$ cat config.mk
export PLATFORM = sky130hd
export DESIGN_NAME = pulse_filter
export DESIGN_NICKNAME = d
export VERILOG_FILES = /design/src/rtl/pulse_filter_pkg.sv /design/src/rtl/pulse_filter_sync_2ff.sv /design/src/rtl/pulse_filter.sv
export SDC_FILE = /design/constraint.sdc
export NUM_CORES = 1
export LEC_CHECK = 0
export CAP_MARGIN = 20
export CORE_MARGIN = 2
export CORE_UTILIZATION = 30
export DETAILED_ROUTE_END_ITERATION = 12
export SLEW_MARGIN = 20
export SYNTH_ARGS = -nofsm -noshare
export SYNTH_HDL_FRONTEND = slang
export SYNTH_SLANG_ARGS = --single-unit
$ cat constraint.sdc
create_clock -name clk -period 2.7 [get_ports clk]
set_input_delay 0.27 -clock clk [delete_from_list [all_inputs] [get_ports clk]]
set_output_delay 0.27 -clock clk [all_outputs]
set_load 0.005 [all_outputs]
$ cat src/rtl/pulse_filter_pkg.sv
// Shared types and constants for the pulse_filter glitch filter / edge detector.
package pulse_filter_pkg;

    typedef enum logic [1:0] {
        S_LOW      = 2'd0,
        S_RISE_CHK = 2'd1,
        S_HIGH     = 2'd2,
        S_FALL_CHK = 2'd3
    } pf_state_t;

    // Depth of the metastability synchroniser in front of the filter.
    localparam int SYNC_STAGES = 2;

endpackage

$ cat src/rtl/pulse_filter_sync_2ff.sv
// Two-flop synchroniser bringing the asynchronous raw level into the clk domain.
module sync_2ff
    import pulse_filter_pkg::*;
(
    input  logic clk,
    input  logic rst,
    input  logic d,
    output logic q
);

    logic [SYNC_STAGES-1:0] chain;

    // Shift the raw level through the flop chain; chain[0] is ff1, chain[1] is ff2.
    always_ff @(posedge clk) begin
        if (rst) begin
            chain <= '0;
        end else begin
            chain <= {chain[SYNC_STAGES-2:0], d};
        end
    end

    assign q = chain[SYNC_STAGES-1];

endmodule

$ cat src/rtl/pulse_filter.sv
// pulse_filter: synchronises a raw level, accepts a new level only after it has
// been stable for STABLE_CYCLES clocks, and emits registered rise/fall strobes
// plus a wrapping rise count.
// Optional build macro PULSE_WIDTH_MEAS_EN adds a saturating high-time measurement
// reported on width/width_valid; without it those ports are tied to 0.
module pulse_filter
    import pulse_filter_pkg::*;
#(
    parameter int STABLE_CYCLES = 3,
    parameter int CNT_W         = 8,
    parameter int WIDTH_W       = 8
) (
    input  logic               clk,
    input  logic               rst,
    input  logic               in,
    output logic               out,
    output logic               rise,
    output logic               fall,
    output logic [CNT_W-1:0]   edge_cnt,
    output logic [WIDTH_W-1:0] width,
    output logic               width_valid
);

    localparam int SC_W = $clog2(STABLE_CYCLES + 1);
    localparam logic [SC_W-1:0] SC_TARGET = SC_W'(STABLE_CYCLES);
    localparam logic [SC_W-1:0] SC_ONE    = SC_W'(1);

    logic            sync_in;
    pf_state_t       state, state_nxt;
    logic [SC_W-1:0] stab_cnt, stab_nxt, stab_inc;
    logic            rise_nxt, fall_nxt;

    sync_2ff u_sync (
        .clk (clk),
        .rst (rst),
        .d   (in),
        .q   (sync_in)
    );

    // Next-state logic: a candidate level must survive STABLE_CYCLES samples to be accepted.
    always_comb begin
        state_nxt = state;
        stab_nxt  = stab_cnt;
        rise_nxt  = 1'b0;
        fall_nxt  = 1'b0;
        stab_inc  = stab_cnt + 1'b1;
        case (state)
            S_LOW: begin
                if (sync_in) begin
                    if (STABLE_CYCLES == 1) begin
                        state_nxt = S_HIGH;
                        rise_nxt  = 1'b1;
                        stab_nxt  = '0;
                    end else begin
                        state_nxt = S_RISE_CHK;
                        stab_nxt  = SC_ONE;
                    end
                end
            end
            S_RISE_CHK: begin
                if (!sync_in) begin
                    state_nxt = S_LOW;
                    stab_nxt  = '0;
                end else if (stab_inc == SC_TARGET) begin
                    state_nxt = S_HIGH;
                    rise_nxt  = 1'b1;
                    stab_nxt  = '0;
                end else begin
                    stab_nxt  = stab_inc;
                end
            end
            S_HIGH: begin
                if (!sync_in) begin
                    if (STABLE_CYCLES == 1) begin
                        state_nxt = S_LOW;
                        fall_nxt  = 1'b1;
                        stab_nxt  = '0;
                    end else begin
                        state_nxt = S_FALL_CHK;
                        stab_nxt  = SC_ONE;
                    end
                end
            end
            S_FALL_CHK: begin
                if (sync_in) begin
                    state_nxt = S_HIGH;
                    stab_nxt  = '0;
                end else if (stab_inc == SC_TARGET) begin
                    state_nxt = S_LOW;
                    fall_nxt  = 1'b1;
                    stab_nxt  = '0;
                end else begin
                    stab_nxt  = stab_inc;
                end
            end
            default: begin
                state_nxt = S_LOW;
                stab_nxt  = '0;
            end
        endcase
    end

    // State, stability counter, registered strobes and rise counter.
    always_ff @(posedge clk) begin
        if (rst) begin
            state    <= S_LOW;
            stab_cnt <= '0;
            rise     <= 1'b0;
            fall     <= 1'b0;
            edge_cnt <= '0;
        end else begin
            state    <= state_nxt;
            stab_cnt <= stab_nxt;
            rise     <= rise_nxt;
            fall     <= fall_nxt;
            if (rise_nxt) begin
                edge_cnt <= edge_cnt + 1'b1;
            end
        end
    end

    // Filtered level: high while accepted high, including while a fall is being qualified.
    assign out = (state == S_HIGH) || (state == S_FALL_CHK);

`ifdef PULSE_WIDTH_MEAS_EN
    localparam logic [WIDTH_W-1:0] W_MAX = '1;

    logic [WIDTH_W-1:0] wcnt;
    logic               out_nxt;

    function automatic logic [WIDTH_W-1:0] sat_inc(input logic [WIDTH_W-1:0] v);
        return (v == W_MAX) ? v : v + 1'b1;
    endfunction

    assign out_nxt = (state_nxt == S_HIGH) || (state_nxt == S_FALL_CHK);

    // Count cycles out is high (rise cycle is 1) and publish the count on the fall strobe.
    always_ff @(posedge clk) begin
        if (rst) begin
            wcnt        <= '0;
            width       <= '0;
            width_valid <= 1'b0;
        end else begin
            width_valid <= fall_nxt;
            if (fall_nxt) begin
                width <= wcnt;
            end
            if (rise_nxt) begin
                wcnt <= WIDTH_W'(1);
            end else if (out_nxt) begin
                wcnt <= sat_inc(wcnt);
            end
        end
    end
`else
    assign width       = '0;
    assign width_valid = 1'b0;
`endif

endmodule

==> results.yml <==
clock_tree:
  cts_tree: "done"
  cts.sinks: 16
  numCtsBuffers: 3
  cts_post_setup_buffers_inserted: 0
  cts_hold_buf: 0
  cts_root_buf: "clkbuf_4"
  ctsHtreeMaxLevel: 1
  post_cts_resized: 0
  clk_pin_slew_ns: 0.10
  insertion_delay_ns: 0.29
  clockBufferDepth: 2
sta:
  worstMarginPinSlew_ns: 0.633
  slew_viol_final: 0
  fmax_mhz: 633
  skew_ns: 0.00999
  setup_slack_ns: 1.12
  hold_viol: 0
  finalCritPeriodShare_pct: 58.6
  rsz0062_at_grt: "false"
  maxSlewHeadroom_pct: 57.6
  period_needed_ns: 1.58
  setup_viol: 0
  fin_setup_tns_ns: 0
critical_path:
  worst_ep_arrival_time_ns: 1.31
  cpPeakStageDelay_ns: 0.55
  crit_path_end: "out"
  crit_fanout: 7
  r2r-start: "edge_cnt[0]$_SDFFE_PP0P_"
  rr_endpoint: "edge_cnt[6]$_SDFFE_PP0P_"
  r2r_slack_ns: 1.22
  setup.worst_path.start_class: "register"
  cp.depth: 1
  end_kind: "output pin"
  crit_required_ns: 2.43
  path_class: "reg -> out"
  crit_buf_inv: 1
  path_delay_family: "buffers and inverters"
  reg2reg_depth: 4
  crit_chain: "clkdlybuf4s50_1"
  worst_path_max_delay_cell: "clkdlybuf4s50_1"
pwr:
  peakVddDrop_mv: 0.296
  pwr-share-seq_pct: 57.7
  p_leak_nw: 0.360
  p_sw_uw: 91.8
  power_frac_comb_pct: 4.1
  p_int_uw: 327
  pwr_density_cell_nw_per_um2: 451
  netSwitchingFraction_pct: 21.9
  power_uw: 419
  clock_power_share_pct: 38.2
placed_design:
  globalplace.congestion: 0.675
  placedCellCount: 122
  hpwlAfterDp_um: 940
  place_ws_ns: 1.01
  io_buffer_count: 13
  place_area_um2: 893
drt:
  vias_per_cell: 4.84
  drtAntennaViolNets: 0
  first_pass_iters: 4
  wirelength_um: 1320
  vias: 610
  route.detailed.drc: 0
  drt_iter0_drc: 4
  drt-wirelength-per-cell_um: 10.4
final_layout:
  diodes: 0
  drive_gt1_share_pct: 8.33
  layout.cells.non_filler: 126
  syn_to_final_growth_pct: 18.3
  final_nets: 101
  final_common_cell: "dfxtp_1"
  most-common-layout-cells: "dfxtp_1 (16), clkdlybuf4s50_1 (13), conb_1 (9), a21oi_1 (7), nand2_1 (6)"
  nFillCells: 269
  stdcell_area_um2: 930
floorplan:
  fp.dieH_um: 55.2
  die-area_um2: 3040
  core.rowCount: 18
  io_pins: 23
  initial_core_util_pct: 31.7
  fp.coreArea_um2: 2480
  die_w_um: 55.2
logic_synthesis:
  ys_seq_elements: 16
  synth_cell_type_count: 30
  ys_seq_area_share_pct: 40.8
  netlist.area_leader.share_pct: 40.8
  ys.warnings.count: 0
  ys_top_cells_by_area: "dfxtp_1 (41%), buf_4 (8.6%), a21oi_1 (4.5%)"
  yosys.area.top_type: "dfxtp_1"
  avgSynthCellArea_um2: 9.35
  synthCells: 84
  netlist_area_um2: 786
global_route:
  overflow: 0
  grt_pass1_vias: 521
  grt_pass1_wl_um: 2260
  grt_antenna_before_repair: 0
  grt_util_all_layers_pct: 10.7
  grt_max_degree: 20
outcome:
  status: "finished clean"
worst_hold_path:
  min_path_type: "reg -> reg"
flow_run:
  cap_viol_max_count: 0
==> registers in the layout (all words and copies together) (netlist names), named ones only <==
register	cells
fall	1
stab_cnt	2
edge_cnt	8
u_sync.chain	2
rise	1
state	1
==> synth_stat cells <==
cell / count
dfxtp_1: 16
buf_4: 9
a21oi_1: 7
nand2_1: 6
nor2b_1: 5
nor2_1: 4
clkbuf_1: 3
nor3_1: 3
nor4_1: 3
o31ai_1: 3
or4_1: 3
mux2_1: 2
nand4b_1: 2
o21ai_0: 2
and3b_1: 1
buf_6: 1
conb_1: 1
ha_1: 1
inv_1: 1
mux2_2: 1
nand2b_4: 1
nand3b_1: 1
nand3b_2: 1
nand4_1: 1
nand4b_4: 1
nor4b_1: 1
o21a_1: 1
or3_1: 1
xnor2_1: 1
xor2_1: 1
==> cell type report <==
class	count	area, µm²	area share [%]
Multi-Input combinational cell	62	402	43.2
Timing Repair Buffer	13	130	14.0
Clock buffer	4	36.3	3.90
Tap cell	30	37.5	4.04
Inverter	1	3.75	0.404
Sequential cell	16	320	34.5
==> stage by stage <==
step | hold slack, ns | util, %
global route | 0.468 | 37.5
detailed placement | 0.428 | 36.1
CTS | 0.453 | 37.5
floorplan | 0.398 | -
finish | 0.448 | 37.5
global placement | 0.425 | 36.1
==> worst min path at each step <==
stage                                     from                    endpoint  slack (ns)  depth (start not counted)
finish              u_sync.chain[0]$_SDFF_PP0_  u_sync.chain[1]$_SDFF_PP0_        0.45                          1
global route        u_sync.chain[0]$_SDFF_PP0_  u_sync.chain[1]$_SDFF_PP0_        0.47                          1
CTS                 u_sync.chain[0]$_SDFF_PP0_  u_sync.chain[1]$_SDFF_PP0_        0.45                          1
detailed placement  u_sync.chain[0]$_SDFF_PP0_  u_sync.chain[1]$_SDFF_PP0_        0.43                          1
global placement    u_sync.chain[0]$_SDFF_PP0_  u_sync.chain[1]$_SDFF_PP0_        0.42                          1
floorplan                                   in  u_sync.chain[0]$_SDFF_PP0_        0.40                          1
==> worst reg2reg max path, cell delays in order (launching register included) <==
cell and delay (ns):
dfxtp_1 0.43, ha_1 0.23, nand2_1 0.06, nor4_1 0.30, mux2_1 0.36
==> power by group through the flow <==
stage | combinational (mW) | sequential, mW | clock, mW
after CTS | 0.0173 | 0.242 | 0.167
after global placement | 0.0168 | 0.247 | 0
after global routing | 0.0208 | 0.243 | 0.178
final | 0.0173 | 0.242 | 0.160
after detailed placement | 0.0172 | 0.247 | 0
after floorplan | 0.0239 | 0.247 | 0
==> routing by layer <==
layer | wire [µm] | vias to the layer above | GRT usage, %
met2 | 588 | 18 | 15.9
met1 | 617 | 283 | 13.2
met5 | 0 | - | 0
li1 | - | 304 | -
met3 | 62 | 5 | 2.42
met4 | 46 | 0 | 8.54
==> cells by family after synthesis <==
logic type	count (synthesis)	share of synthesized area [%]
XOR/XNOR	2	2.23
AND/OR/NAND/NOR	34	29.1
adder cells (fa/ha/maj)	1	1.59
AO/OA/AOI/OAI	13	9.55
other	1	0.477
flip-flops	16	40.8
buffers and inverters	14	11.9
multiplexers	3	4.30
No activity file was read; power rests on OpenSTA's default activity.
